### src/rtl/nibble_serial_addsub_pkg.sv
// Shared definitions for the nibble-serial add/subtract engine:
// FSM state encoding and the width of one adder pass.
package nibble_serial_addsub_pkg;

    localparam int NIBBLE_W = 4;

    typedef enum logic [1:0] {
        S_IDLE = 2'd0,
        S_RUN  = 2'd1,
        S_DONE = 2'd2
    } state_e;

endpackage

### src/rtl/twos_complement_adder.sv
// 4-bit two's-complement adder core with carry in/out; purely combinational.
module twos_complement_adder (
    input  logic [3:0] x,
    input  logic [3:0] y,
    input  logic       c_in,
    output logic [3:0] sum,
    output logic       c_out
);

    assign {c_out, sum} = {1'b0, x} + {1'b0, y} + {4'b0000, c_in};

endmodule

### src/rtl/nibble_serial_addsub.sv
// WIDTH-bit add/subtract built on the 4-bit adder: one nibble per cycle, LSB
// first, with the carry held in a register between passes.
module nibble_serial_addsub
    import nibble_serial_addsub_pkg::*;
#(
    parameter int WIDTH = 16
) (
    input  logic             clk,
    input  logic             rst,
    input  logic             start,
    input  logic             sub,
    input  logic [WIDTH-1:0] a,
    input  logic [WIDTH-1:0] b,
    output logic             busy,
    output logic             done,
    output logic [WIDTH-1:0] result,
    output logic             carry_out,
    output logic             overflow
);

    localparam int NIBBLES = WIDTH / NIBBLE_W;
    localparam int CNT_W   = (NIBBLES > 1) ? $clog2(NIBBLES) : 1;
    localparam logic [CNT_W-1:0] LAST_CNT = CNT_W'(NIBBLES - 1);

    state_e           state_q, state_d;
    logic [WIDTH-1:0] opa_q, opa_d;
    logic [WIDTH-1:0] opb_q, opb_d;
    logic [WIDTH-1:0] result_q, result_d;
    logic [CNT_W-1:0] cnt_q, cnt_d;
    logic             carry_q, carry_d;
    logic             sign_a_q, sign_a_d;
    logic             sign_b_q, sign_b_d;
    logic             busy_q, busy_d;
    logic             done_q, done_d;
    logic             carry_out_q, carry_out_d;
    logic             overflow_q, overflow_d;

    logic [3:0]       add_x_s, add_y_s, add_sum_s;
    logic             add_cin_s, add_cout_s;
    logic [WIDTH-1:0] res_shift_s;

    twos_complement_adder u_adder (
        .x     (add_x_s),
        .y     (add_y_s),
        .c_in  (add_cin_s),
        .sum   (add_sum_s),
        .c_out (add_cout_s)
    );

    // The new sum nibble enters at the top so the result is aligned after the last pass.
    generate
        if (WIDTH == NIBBLE_W) begin : g_single
            assign res_shift_s = add_sum_s;
        end else begin : g_multi
            assign res_shift_s = {add_sum_s, result_q[WIDTH-1:NIBBLE_W]};
        end
    endgenerate

    // Next-state, datapath and output-register logic for the IDLE/RUN/DONE sequence.
    always_comb begin
        state_d     = state_q;
        opa_d       = opa_q;
        opb_d       = opb_q;
        result_d    = result_q;
        cnt_d       = cnt_q;
        carry_d     = carry_q;
        sign_a_d    = sign_a_q;
        sign_b_d    = sign_b_q;
        busy_d      = busy_q;
        done_d      = 1'b0;
        carry_out_d = carry_out_q;
        overflow_d  = overflow_q;
        add_x_s     = 4'h0;
        add_y_s     = 4'h0;
        add_cin_s   = 1'b0;

        case (state_q)
            S_IDLE: begin
                if (start) begin
                    // Subtraction is a + ~b + 1: the +1 rides in as the first carry-in.
                    opa_d    = a;
                    opb_d    = sub ? ~b : b;
                    carry_d  = sub;
                    cnt_d    = '0;
                    sign_a_d = a[WIDTH-1];
                    sign_b_d = sub ? ~b[WIDTH-1] : b[WIDTH-1];
                    busy_d   = 1'b1;
                    state_d  = S_RUN;
                end else begin
                    busy_d   = 1'b0;
                end
            end
            S_RUN: begin
                add_x_s   = opa_q[3:0];
                add_y_s   = opb_q[3:0];
                add_cin_s = carry_q;
                opa_d     = opa_q >> NIBBLE_W;
                opb_d     = opb_q >> NIBBLE_W;
                result_d  = res_shift_s;
                carry_d   = add_cout_s;
                cnt_d     = cnt_q + CNT_W'(1);
                if (cnt_q == LAST_CNT) begin
                    state_d = S_DONE;
                end else begin
                    state_d = S_RUN;
                end
            end
            S_DONE: begin
                done_d      = 1'b1;
                carry_out_d = carry_q;
                overflow_d  = (sign_a_q == sign_b_q) && (result_q[WIDTH-1] != sign_a_q);
                state_d     = S_IDLE;
            end
            default: begin
                state_d = S_IDLE;
                busy_d  = 1'b0;
            end
        endcase
    end

    // State and datapath registers; reset abandons any operation in flight.
    always_ff @(posedge clk or posedge rst) begin
        if (rst) begin
            state_q     <= S_IDLE;
            opa_q       <= '0;
            opb_q       <= '0;
            result_q    <= '0;
            cnt_q       <= '0;
            carry_q     <= 1'b0;
            sign_a_q    <= 1'b0;
            sign_b_q    <= 1'b0;
            busy_q      <= 1'b0;
            done_q      <= 1'b0;
            carry_out_q <= 1'b0;
            overflow_q  <= 1'b0;
        end else begin
            state_q     <= state_d;
            opa_q       <= opa_d;
            opb_q       <= opb_d;
            result_q    <= result_d;
            cnt_q       <= cnt_d;
            carry_q     <= carry_d;
            sign_a_q    <= sign_a_d;
            sign_b_q    <= sign_b_d;
            busy_q      <= busy_d;
            done_q      <= done_d;
            carry_out_q <= carry_out_d;
            overflow_q  <= overflow_d;
        end
    end

    assign busy      = busy_q;
    assign done      = done_q;
    assign result    = result_q;
    assign carry_out = carry_out_q;
    assign overflow  = overflow_q;

endmodule

### config.mk
export PLATFORM = sky130hd
export DESIGN_NAME = nibble_serial_addsub
export DESIGN_NICKNAME = d
export VERILOG_FILES = /design/src/rtl/nibble_serial_addsub_pkg.sv /design/src/rtl/twos_complement_adder.sv /design/src/rtl/nibble_serial_addsub.sv
export SDC_FILE = /design/constraint.sdc
export NUM_CORES = 1
export LEC_CHECK = 0
export BUFFER_PORTS_ARGS = -buffer_cell sky130_fd_sc_hd__buf_2
export CAP_MARGIN = 5
export CELL_PAD_IN_SITES_DETAIL_PLACEMENT = 0
export CELL_PAD_IN_SITES_GLOBAL_PLACEMENT = 1
export CORE_ASPECT_RATIO = 0.6
export CORE_MARGIN = 4
export CORE_UTILIZATION = 46
export DETAILED_ROUTE_END_ITERATION = 16
export PLACE_DENSITY_LB_ADDON = 0.05
export SYNTH_ARGS = -nofsm -noshare
export SYNTH_HDL_FRONTEND = slang
export SYNTH_SLANG_ARGS = --single-unit
export TNS_END_PERCENT = 30
### constraint.sdc
create_clock -name clk -period 3.4 [get_ports clk]
set_input_delay 0 -clock clk [delete_from_list [all_inputs] [get_ports clk]]
set_output_delay 0 -clock clk [all_outputs]
set_load 0.01 [all_outputs]
==> flow_metrics.tcl <==
set metrics [dict create \
    die_y_um 70.0 \
    regArea_mm2 0.00148 \
    syn_avg_cell_area_um2 10.9 \
    startpoint_type "flip-flop" \
    die-area_mm2 0.00780 \
    dr.first_iter.drc_count 99 \
    p_per_area_mw_per_mm2 919 \
    yosysTopAreaCellShare_pct 50.1 \
    synth_fa_ha_area_share_pct 4.33 \
    clockRootBuffer "clkbuf_8" \
    finalSetupTns_ns 0 \
    cts_buffer_depth 2 \
    switching_share_pct 37.4 \
    path_buf_inv 2 \
    clock_sinks 59 \
    num_vias 2119 \
    grt-ovfl-total 0 \
    ys.flop_type "dfrtp_1" \
    min_path_type "primary input to flip-flop" \
    ant_nets 0 \
    worstSetupPathType "flip-flop to flip-flop" \
    routed_wl_um 6220 \
    yosysSeqAreaShare_pct 50.1 \
    htree_levels 3 \
    synth_most_common_cell "dfrtp_1" \
    nets 392 \
    rows 22 \
    slowest_stage "ha_2" \
    seq_power_share_pct 36.8 \
    gp_congestion 0.730 \
    antennaDiodeCount 0 \
    wl_per_cell_um 14.3 \
    worstPathRequired_ns 3.61 \
    period_needed_ns 2.45 \
    cts_buffers 9 \
    dpl.hpwl_um 4350 \
    cts_tree "built" \
    path_cells "inv_1 > ha_2 > buf_4 > nand2_1 > fa_1 > xnor2_1 > mux2_2" \
    slew_violations 0 \
    placed_cells 398 \
    synthMuxAreaShare_pct 15.8 \
    grt_pass1_vias 2193 \
    yosys-top-cells-area "dfrtp_1, mux2i_1, mux2_2, nand2_1, o21ai_1" \
    syn_inst 271 \
    async_flop_share_pct 100 \
    period_share_pct 72.0 \
    synth_top_family_by_area "multiplexers" \
    viasPerCell 4.87 \
    rsz0062_at_grt "no" \
    synth-xor-area-share_pct 5.05 \
    power.total_uw 3390 \
    outcome "completed" \
    p_int_uw 2120 \
    nFillCells 554 \
    grt_first_pass_wirelength_um 10900 \
    fin_cells 435 \
    core_mm2 0.00617 \
    synth-simple-area-share_pct 11.0 \
    synth.distinct_cells 31 \
    crit_family "adder cells" \
    io_buffers 55 \
    hold_viol_final 0 \
    drt-pass1-iter-count 4 \
    ir_drop_v 0.000363 \
    setup_viol 0 \
    clock_skew_ns 0.00950 \
    grt_use_total_pct 17.7 \
    netlist_area_mm2 0.00295 \
    clock_latency_ns 0.33 \
    ys_ff_latch 59 \
    fin_util_pct 59.9 \
    initial_core_util_pct 47.8 \
    p_clk_share_pct 18.4 \
    maxSlewHeadroom_pct 30.8 \
    drc 0 \
    multi_input_area_mm2 0.00136 \
    tightest_slew_ns 1.02 \
    clk_pin_slew_ns 0.06 \
    critPathMaxFanout 21 \
    crit_path_end_kind "flip-flop" \
    yosys_warnings 0 \
    syn_to_final_growth_pct 25.2 \
    synth_edf_count 0 \
    cp_data_arrival_time_ns 2.66 \
    grt_antenna_before_repair 0 \
    yosysTopAreaCell "dfrtp_1" \
    drive_above_1_share_pct 26.8 \
    cts_setup_buffers 0 \
    p_sw_uw 1270 \
    maxCapViolCount 0 \
    pin_count 56 \
    max_stage_delay_ns 0.55 \
    power_frac_comb_pct 44.9 \
    syn_nets 316 \
    p_leak_uw 0.00178 \
    synthTopCellsByCount "dfrtp_1, nand2_1, mux2i_1, o21ai_1, mux2_2" \
    grt_max_degree 39 \
    cts_resized 0 \
    fmax_ghz 0.409 \
    die_w_um 111 \
    synth_compound_area_share_pct 9.42 \
]
## final timing paths
path                       startpoint  cells after the start          to  slack, ns
setup reg to reg           state_q[1]                      7  result[14]       0.95
setup / recovery           state_q[1]                      7  result[14]       0.95
min in group asynchronous         rst                      3   result[9]       0.27
max in group asynchronous         rst                      4    opb_q[8]       2.30
hold / removal                   b[9]                      4    opb_q[9]       0.03
hold reg to reg              opa_q[5]                      2    opa_q[5]       0.48
## state kept, by name (all words and copies together) (netlist names), 2 cells and up
register and flops:
cnt_q 2, opa_q 16, opb_q 16, result 16, state_q 2
## logic make-up (layout without fill, tap and decap cells)
family                     after synthesis  count (layout)
and+or+nand+nor                         64              64
xor gates and xnor gates                17              17
adders and majority gates                9               9
AOI/OAI and AO/OA                       53              53
buffers and inverters                   25             105
DFF                                     59              59
muxes                                   44              44
## worst register-to-register path: cells and delay by family (launching register included)
family / cells / cell delay (ns)
simple gates: 1 / 0.13
flops: 1 / 0.38
mux: 1 / 0.26
buf+inv: 2 / 0.42
xor+xnor: 1 / 0.13
fa+ha+maj: 2 / 1.01
## layout make-up
class                   count  area share [%]
flip-flops and latches     59            40.0
multi-input cells         187            36.7
repair buffers             82            14.4
clock buffers              13            4.30
well taps                  84            2.85
clock inverters             2           0.949
inverters                   8           0.813
## power groups by stage
stage | clock network [uW] | registers (uW) | logic (uW)
finish | 623 | 1250 | 1520
global route | 681 | 1290 | 1720
CTS | 642 | 1250 | 1550
detailed placement | 0 | 1260 | 1520
global placement | 0 | 1260 | 1490
floorplan | 0 | 1240 | 1140
## per-layer routing
metal | track usage (%) | vias up | part of all wire, %
li1 | - | 1072 | -
met1 | 25.0 | 990 | 50
met5 | 0 | - | 0
met4 | 6.61 | 0 | 1.8
met3 | 5.37 | 13 | 4.4
met2 | 25.7 | 44 | 44
## through the flow
stage                     setup WS [ns]  cell area (um^2)  hold slack (ns)
after floorplan                    1.14              2950            0.139
after CTS                         0.936              3690           0.0157
after detailed placement          0.957              3280            0.104
after global routing              0.810              3690           0.0425
after global placement             1.03              3280            0.116
final                             0.953              3690           0.0324
## cell usage in the layout (no fill, tap or decap), types with 12 or more instances in the layout
cell,Yosys,final
xor2_1,12,12
mux2_2,17,17
nand2_1,33,33
dlygate4sd3_1,0,22
a21oi_1,13,13
dfrtp_1,59,59
mux2i_1,26,26
buf_2,9,55
o21ai_0,15,15
o21ai_1,22,22
## what timing repair did
action,in CTS,in global routing
endpoints found under the setup margin,0,0
endpoints found under the hold margin,50,0
hold buffers,22,0
(Power assumes the default switching activity.)
